==> config.mk <==
export PLATFORM = sky130hd
export DESIGN_NAME = vga_text_engine
export DESIGN_NICKNAME = d
export VERILOG_FILES = /design/src/rtl/vga_text_engine.sv
export SDC_FILE = /design/constraint.sdc
export NUM_CORES = 1
export LEC_CHECK = 0
export CORE_UTILIZATION = 30
export DETAILED_ROUTE_END_ITERATION = 10
export MAX_ROUTING_LAYER = met4
export SLEW_MARGIN = 10
export SYNTH_ARGS = -nofsm -noshare
export SYNTH_HDL_FRONTEND = slang
export SYNTH_SLANG_ARGS = --single-unit
==> constraint.sdc <==
create_clock -name clk -period 15.35 [get_ports clk]
set_clock_uncertainty 0.15 [all_clocks]
set_input_delay 3.07 -clock clk [delete_from_list [all_inputs] [get_ports clk]]
set_output_delay 3.07 -clock clk [all_outputs]
set_load 0.05 [all_outputs]
==> src/rtl/vga_text_engine.sv <==
// vga_text_engine: parametrised VGA text renderer with a 4-cycle fetch pipeline.
// Optional VGA_TEXT_BLINK_ATTR_EN: text_data[15] becomes a per-character blink bit.
module vga_text_engine #(
  parameter int   h_sync       = 112,
  parameter int   h_back       = 248,
  parameter int   h_disp       = 1280,
  parameter int   h_front      = 48,
  parameter int   v_sync       = 3,
  parameter int   v_back       = 38,
  parameter int   v_disp       = 1024,
  parameter int   v_front      = 1,
  parameter int   cell_w       = 8,
  parameter int   cell_h       = 16,
  parameter int   color_bits   = 4,
  parameter logic sync_pol     = 1'b1,
  parameter int   blink_frames = 32
) (
  input  logic clk,
  input  logic reset,
  input  logic [$clog2(h_disp/cell_w)-1:0] cursor_x,
  input  logic [$clog2(v_disp/cell_h)-1:0] cursor_y,
  input  logic cursor_en,
  output logic [$clog2((h_disp/cell_w)*(v_disp/cell_h))-1:0] text_addr,
  input  logic [15:0] text_data,
  output logic [8+$clog2(cell_h)-1:0] font_addr,
  input  logic [cell_w-1:0] font_data,
  output logic [color_bits-1:0] vga_r,
  output logic [color_bits-1:0] vga_g,
  output logic [color_bits-1:0] vga_b,
  output logic vga_hs,
  output logic vga_vs,
  output logic frame_start
);

  localparam int H_TOT = h_sync + h_back + h_disp + h_front;
  localparam int V_TOT = v_sync + v_back + v_disp + v_front;
  localparam int H_ACT = h_sync + h_back;
  localparam int V_ACT = v_sync + v_back;
  localparam int COLS  = h_disp / cell_w;
  localparam int ROWS  = v_disp / cell_h;
  localparam int HW    = $clog2(H_TOT);
  localparam int VW    = $clog2(V_TOT);
  localparam int CXW   = $clog2(COLS);
  localparam int CYW   = $clog2(ROWS);
  localparam int AW    = $clog2(COLS * ROWS);
  localparam int RW    = $clog2(cell_h);
  localparam int XW    = $clog2(cell_w);
  localparam int FW    = $clog2(blink_frames) + 1;

  typedef struct packed {
    logic           disp;
    logic [CXW-1:0] col;
    logic [CYW-1:0] row;
  } pos_t;

  function automatic pos_t locate(
    input logic [HW-1:0] h,
    input logic [VW-1:0] v
  );
    int x;
    int y;
    x = int'(h) - H_ACT;
    y = int'(v) - V_ACT;
    locate = '0;
    if (x >= 0 && x < h_disp && y >= 0 && y < v_disp) begin
      locate.disp = 1'b1;
      locate.col  = CXW'(x / cell_w);
      locate.row  = CYW'(y / cell_h);
    end
  endfunction

  function automatic logic [color_bits-1:0] chan(
    input logic on,
    input logic bright
  );
    logic [color_bits-1:0] full;
    full = '1;
    if (!on)
      chan = '0;
    else if (bright)
      chan = full;
    else
      chan = full >> 1;
  endfunction

  logic [HW-1:0] h_cnt, h_nxt;
  logic [VW-1:0] v_cnt, v_nxt;
  logic          h_end, v_end;

  assign h_end = h_cnt == HW'(H_TOT - 1);
  assign v_end = v_cnt == VW'(V_TOT - 1);

  always_comb begin
    h_nxt = h_end ? '0 : h_cnt + 1'b1;
    v_nxt = v_cnt;
    if (h_end)
      v_nxt = v_end ? '0 : v_cnt + 1'b1;
  end

  // The RAM address is loaded from the next count so it lines up with S0.
  pos_t pn, p0;
  assign pn = locate(h_nxt, v_nxt);
  assign p0 = locate(h_cnt, v_cnt);

  logic [CXW-1:0] cur_x;
  logic [CYW-1:0] cur_y;
  logic           cur_en;
  logic [FW-1:0]  fcnt;
  logic           blink_phase;

  logic [XW-1:0] xo0;
  logic [RW-1:0] yr0;
  logic          hit0;

  assign xo0  = XW'((int'(h_cnt) - H_ACT) % cell_w);
  assign yr0  = RW'((int'(v_cnt) - V_ACT) % cell_h);
  assign hit0 = cur_en && blink_phase && p0.disp &&
                p0.col == cur_x && p0.row == cur_y &&
                int'(yr0) >= cell_h - 2;

  always_ff @(posedge clk or negedge reset) begin
    if (!reset) begin
      h_cnt       <= '0;
      v_cnt       <= '0;
      cur_x       <= '0;
      cur_y       <= '0;
      cur_en      <= 1'b0;
      fcnt        <= '0;
      blink_phase <= 1'b0;
      text_addr   <= '0;
    end else begin
      h_cnt <= h_nxt;
      v_cnt <= v_nxt;
      if (h_cnt == '0 && v_cnt == '0) begin
        cur_x  <= cursor_x;
        cur_y  <= cursor_y;
        cur_en <= cursor_en;
      end
      if (h_end && v_end) begin
        if (fcnt == FW'(blink_frames - 1)) begin
          fcnt        <= '0;
          blink_phase <= ~blink_phase;
        end else begin
          fcnt <= fcnt + 1'b1;
        end
      end
      if (pn.disp)
        text_addr <= AW'(int'(pn.row) * COLS + int'(pn.col));
    end
  end

  logic [3:0] bg_w;
  logic       blank_w;

`ifdef VGA_TEXT_BLINK_ATTR_EN
  assign bg_w    = {1'b0, text_data[14:12]};
  assign blank_w = text_data[15] & ~blink_phase;
`else
  assign bg_w    = text_data[15:12];
  assign blank_w = 1'b0;
`endif

  logic          s1_disp, s1_cur, s1_hs, s1_vs, s1_fs;
  logic [XW-1:0] s1_xo;
  logic [RW-1:0] s1_yr;
  logic          s2_disp, s2_cur, s2_blank, s2_hs, s2_vs, s2_fs;
  logic [XW-1:0] s2_xo;
  logic [3:0]    s2_fg, s2_bg;
  logic          s3_disp, s3_cur, s3_blank, s3_hs, s3_vs, s3_fs;
  logic [XW-1:0] s3_xo;
  logic [3:0]    s3_fg, s3_bg;

  always_ff @(posedge clk or negedge reset) begin
    if (!reset) begin
      s1_disp   <= 1'b0;
      s1_cur    <= 1'b0;
      s1_hs     <= 1'b0;
      s1_vs     <= 1'b0;
      s1_fs     <= 1'b0;
      s1_xo     <= '0;
      s1_yr     <= '0;
      font_addr <= '0;
      s2_disp   <= 1'b0;
      s2_cur    <= 1'b0;
      s2_blank  <= 1'b0;
      s2_hs     <= 1'b0;
      s2_vs     <= 1'b0;
      s2_fs     <= 1'b0;
      s2_xo     <= '0;
      s2_fg     <= '0;
      s2_bg     <= '0;
      s3_disp   <= 1'b0;
      s3_cur    <= 1'b0;
      s3_blank  <= 1'b0;
      s3_hs     <= 1'b0;
      s3_vs     <= 1'b0;
      s3_fs     <= 1'b0;
      s3_xo     <= '0;
      s3_fg     <= '0;
      s3_bg     <= '0;
    end else begin
      s1_disp  <= p0.disp;
      s1_cur   <= hit0;
      s1_hs    <= int'(h_cnt) < h_sync;
      s1_vs    <= int'(v_cnt) < v_sync;
      s1_fs    <= int'(h_cnt) == H_ACT && int'(v_cnt) == V_ACT;
      s1_xo    <= xo0;
      s1_yr    <= yr0;
      if (s1_disp)
        font_addr <= {text_data[7:0], s1_yr};
      s2_disp  <= s1_disp;
      s2_cur   <= s1_cur;
      s2_blank <= blank_w;
      s2_hs    <= s1_hs;
      s2_vs    <= s1_vs;
      s2_fs    <= s1_fs;
      s2_xo    <= s1_xo;
      s2_fg    <= text_data[11:8];
      s2_bg    <= bg_w;
      s3_disp  <= s2_disp;
      s3_cur   <= s2_cur;
      s3_blank <= s2_blank;
      s3_hs    <= s2_hs;
      s3_vs    <= s2_vs;
      s3_fs    <= s2_fs;
      s3_xo    <= s2_xo;
      s3_fg    <= s2_fg;
      s3_bg    <= s2_bg;
    end
  end

  logic [3:0] idx;
  logic       pix;

  always_comb begin
    pix = font_data[XW'(cell_w - 1) - s3_xo];
    idx = pix ? s3_fg : s3_bg;
    if (s3_blank)
      idx = s3_bg;
    if (s3_cur)
      idx = s3_fg;
  end

  always_ff @(posedge clk or negedge reset) begin
    if (!reset) begin
      vga_r       <= '0;
      vga_g       <= '0;
      vga_b       <= '0;
      vga_hs      <= ~sync_pol;
      vga_vs      <= ~sync_pol;
      frame_start <= 1'b0;
    end else begin
      vga_r       <= s3_disp ? chan(idx[2], idx[3]) : '0;
      vga_g       <= s3_disp ? chan(idx[1], idx[3]) : '0;
      vga_b       <= s3_disp ? chan(idx[0], idx[3]) : '0;
      vga_hs      <= s3_hs ? sync_pol : ~sync_pol;
      vga_vs      <= s3_vs ? sync_pol : ~sync_pol;
      frame_start <= s3_fs;
    end
  end

endmodule
==> flow_summary.json <==
{
  "status": "finished, final reports clean",
  "chipHeight_um": 150,
  "ys_seq_area_frac": 0.467,
  "antenna_found_initial": 0,
  "synth_top_area_cell": "dfrtp_1",
  "grt_pass1_wl_mm": 22.4,
  "gp_congestion": 0.846,
  "drc": 0,
  "start_util": 0.309,
  "synth_edf_count": 0,
  "grt_max_degree": 67,
  "finalCriticalPeriod_ps": 6080,
  "vias_per_cell": 4.72,
  "min_path_cells": 0,
  "drive_above_1_share": 0.143,
  "track_usage": 0.134,
  "met1_length_mm": 6.99,
  "wl_met2_mm": 6.03,
  "ios": 82,
  "whs_ps": 196,
  "grt_overflow": 0,
  "netlist_top_cells_area": "dfrtp_1 47%, xnor2_1 6.9%, mux2_2 6.3%",
  "cts_tree": "built",
  "via_count": 4533,
  "cts_made_buffers": 17,
  "drv_cap": 0,
  "top_layer": "met4",
  "port_buffers": 81,
  "worstMarginPinSlew_ps": 997,
  "clk_latency_ps": 420,
  "syn_area_per_cell_um2": 10.9,
  "multi_input_area_um2": 3240,
  "crit_required_ps": 15560,
  "dp.final_hpwl_mm": 9.84,
  "die_w_um": 150,
  "post_cts_buffers": 0,
  "fin_nets": 746,
  "async_reset_ff_frac": 1.00,
  "synth_cell_type_count": 69,
  "core_um2": 21300,
  "routed_wl_mm": 13.9,
  "grt_pass1_vias": 4331,
  "irDropWorstVdd_mv": 0.0523,
  "dp.cells": 930,
  "grt_setup_unrepaired": "no",
  "clkTransAtPathRegs_ps": 60,
  "ys_ff_latch": 123,
  "num_antenna_cells": 0,
  "period_share": 0.396,
  "hold_path_class": "reg -> reg",
  "synth_cells": 602,
  "synth_top_area_share": 0.467,
  "reg2regPathDepth": 20,
  "totalPowerFinal_mw": 0.753,
  "power_per_cell_area_nw_per_um2": 92.0,
  "drtPass1Iterations": 5,
  "layout.cells.non_filler": 961,
  "seqCellArea_um2": 3080,
  "hold_violations": 0,
  "dieArea_um2": 22600,
  "finalWorstSetupSlack_ps": 9270,
  "arrival_ps": 6290,
  "setup_tns_ps": 0,
  "cts-hold-fix-buffers": 0,
  "wl_met3_um": 677,
  "syn-num-nets": 674,
  "h-tree-depth": 4,
  "setup_viol_count_final": 0,
  "synth_flop_cell": "dfrtp_1",
  "critPathKind": "reg -> reg",
  "synthesis.area_um2": 6590,
  "cp-start-kind": "register",
  "root_buffer": "clkbuf_16",
  "synth_warnings": 0,
  "drt_iter0_markers": 208,
  "utilization": 0.384,
  "worstPathMaxFanout": 18,
  "cts_max_path_buffers": 2,
  "placed_area_um2": 7590,
  "cts.sinks": 123,
  "cts.repair.resized": 0,
  "place_ws_ps": 9260,
  "wl_per_cell_um": 14.4,
  "antenna_left": 0,
  "syn2layout_area_growth_pct": 24.2,
  "end_kind": "register",
  "static-leakage-power_nw": 3.59,
  "rows": 53,
  "nFillCells": 2069,
  "clock.fmax_ghz": 0.164,
  "slew_headroom": 0.332,
  "slew_viol_final": 0,
  "post-route-cell-area_um2": 8180
}
-- layout make-up --
type / instances / share of cell area
Clock inverter: 13 / 0.0176
Inverter: 30 / 0.0138
Tap cell: 275 / 0.0421
Sequential cell: 123 / 0.376
Multi-Input combinational cell: 419 / 0.396
Clock buffer: 18 / 0.0537
Timing Repair Buffer: 83 / 0.101
-- flip-flops by register name, indices dropped and copies added (netlist names), 4 cells and up --
| signal | cells |
|---|---|
| fcnt | 6 |
| h_cnt | 11 |
| cur_y | 6 |
| v_cnt | 11 |
| s1_yr | 4 |
| cur_x | 8 |
| s3_bg | 4 |
| s2_bg | 4 |
| text_addr | 14 |
| font_addr | 12 |
| s3_fg | 4 |
| s2_fg | 4 |
-- cell usage in the layout (no fill, tap or decap), types with 6 or more instances in the layout --
| cell | count |
|---|---|
| ha_1 | 29 |
| nand2_1 | 36 |
| xor2_1 | 21 |
| clkbuf_16 | 17 |
| a21oi_1 | 12 |
| dfrtp_1 | 123 |
| mux2i_1 | 8 |
| nor2b_1 | 13 |
| o21ai_0 | 19 |
| nand3_1 | 17 |
| inv_1 | 30 |
| nor2_1 | 37 |
| clkdlybuf4s50_1 | 80 |
| or3_1 | 6 |
| and3_1 | 9 |
| nor4_1 | 9 |
| xnor2_1 | 52 |
| nor3_1 | 8 |
| nand4_1 | 12 |
| mux2_2 | 37 |
-- critical path, stage by stage (launching register included) --
cell and delay, ps:
dfrtp_1 420, ha_1 370, nand3_1 220, nor3_2 840, nand2_1 210, o31ai_1 480
nand3_1 180, nor4_1 280, ha_1 270, ha_1 220, nor3b_1 70, a41oi_1 190
xnor2_1 150, nor2_1 80, ha_1 360, fa_1 470, a21o_1 170, a21oi_1 150
xnor3_1 280, o32ai_2 280, mux2_4 180
-- report_power, final --
part | switching (mW) | internal (mW) | total (mW)
Combinational | 0.0100 | 0.0132 | 0.0232
Clock | 0.156 | 0.243 | 0.399
Sequential | 0.00236 | 0.329 | 0.331
-- path summary, 6_finish.rpt --
kind,startpoint,end,slack [ps]
setup reg to reg,h_cnt[0],text_addr[13],9270
max in group asynchronous,reset,v_cnt[4],11170
setup / recovery,h_cnt[0],text_addr[13],9270
hold / removal,s2_bg[2],s3_bg[2],200
min in group asynchronous,reset,s3_fg[1],2560
hold reg to reg,s2_bg[2],s3_bg[2],200
-- synth_stat cells, drive strengths merged, types with 3 or more instances --
cell type / number
a2111oi: 4
a211oi: 4
a21o: 6
a21oi: 14
a22oi: 3
a2bb2oi: 3
a31oi: 3
a41oi: 3
and2: 5
and3: 9
buf: 13
clkbuf: 17
dfrtp: 123
ha: 29
inv: 30
mux2: 42
mux2i: 8
nand2: 36
nand2b: 3
nand3: 17
nand4: 13
nor2: 40
nor2b: 13
nor3: 10
nor4: 9
o21ai: 23
o22ai: 3
o31ai: 4
or2: 5
or3: 6
or4: 5
xnor2: 53
xor2: 21
-- metal layers --
layer / vias up / global-route usage
met3: 12 / 0.0388
met1: 2163 / 0.180
met2: 113 / 0.193
met5: - / -
met4: 0 / 0.0439
li1: 2245 / -
-- logic make-up (layout without fill, tap and decap cells) --
family          Yosys count  in the layout  share of synthesized area
simple gates            177            177                      0.140
flops                   123            123                      0.467
compound gates           84             84                     0.0925
xor+xnor                 75             75                      0.103
buf+inv                  60            144                     0.0420
mux                      52             52                     0.0937
fa+ha+maj                31             31                     0.0612
Power figures use the tool's default switching activity.
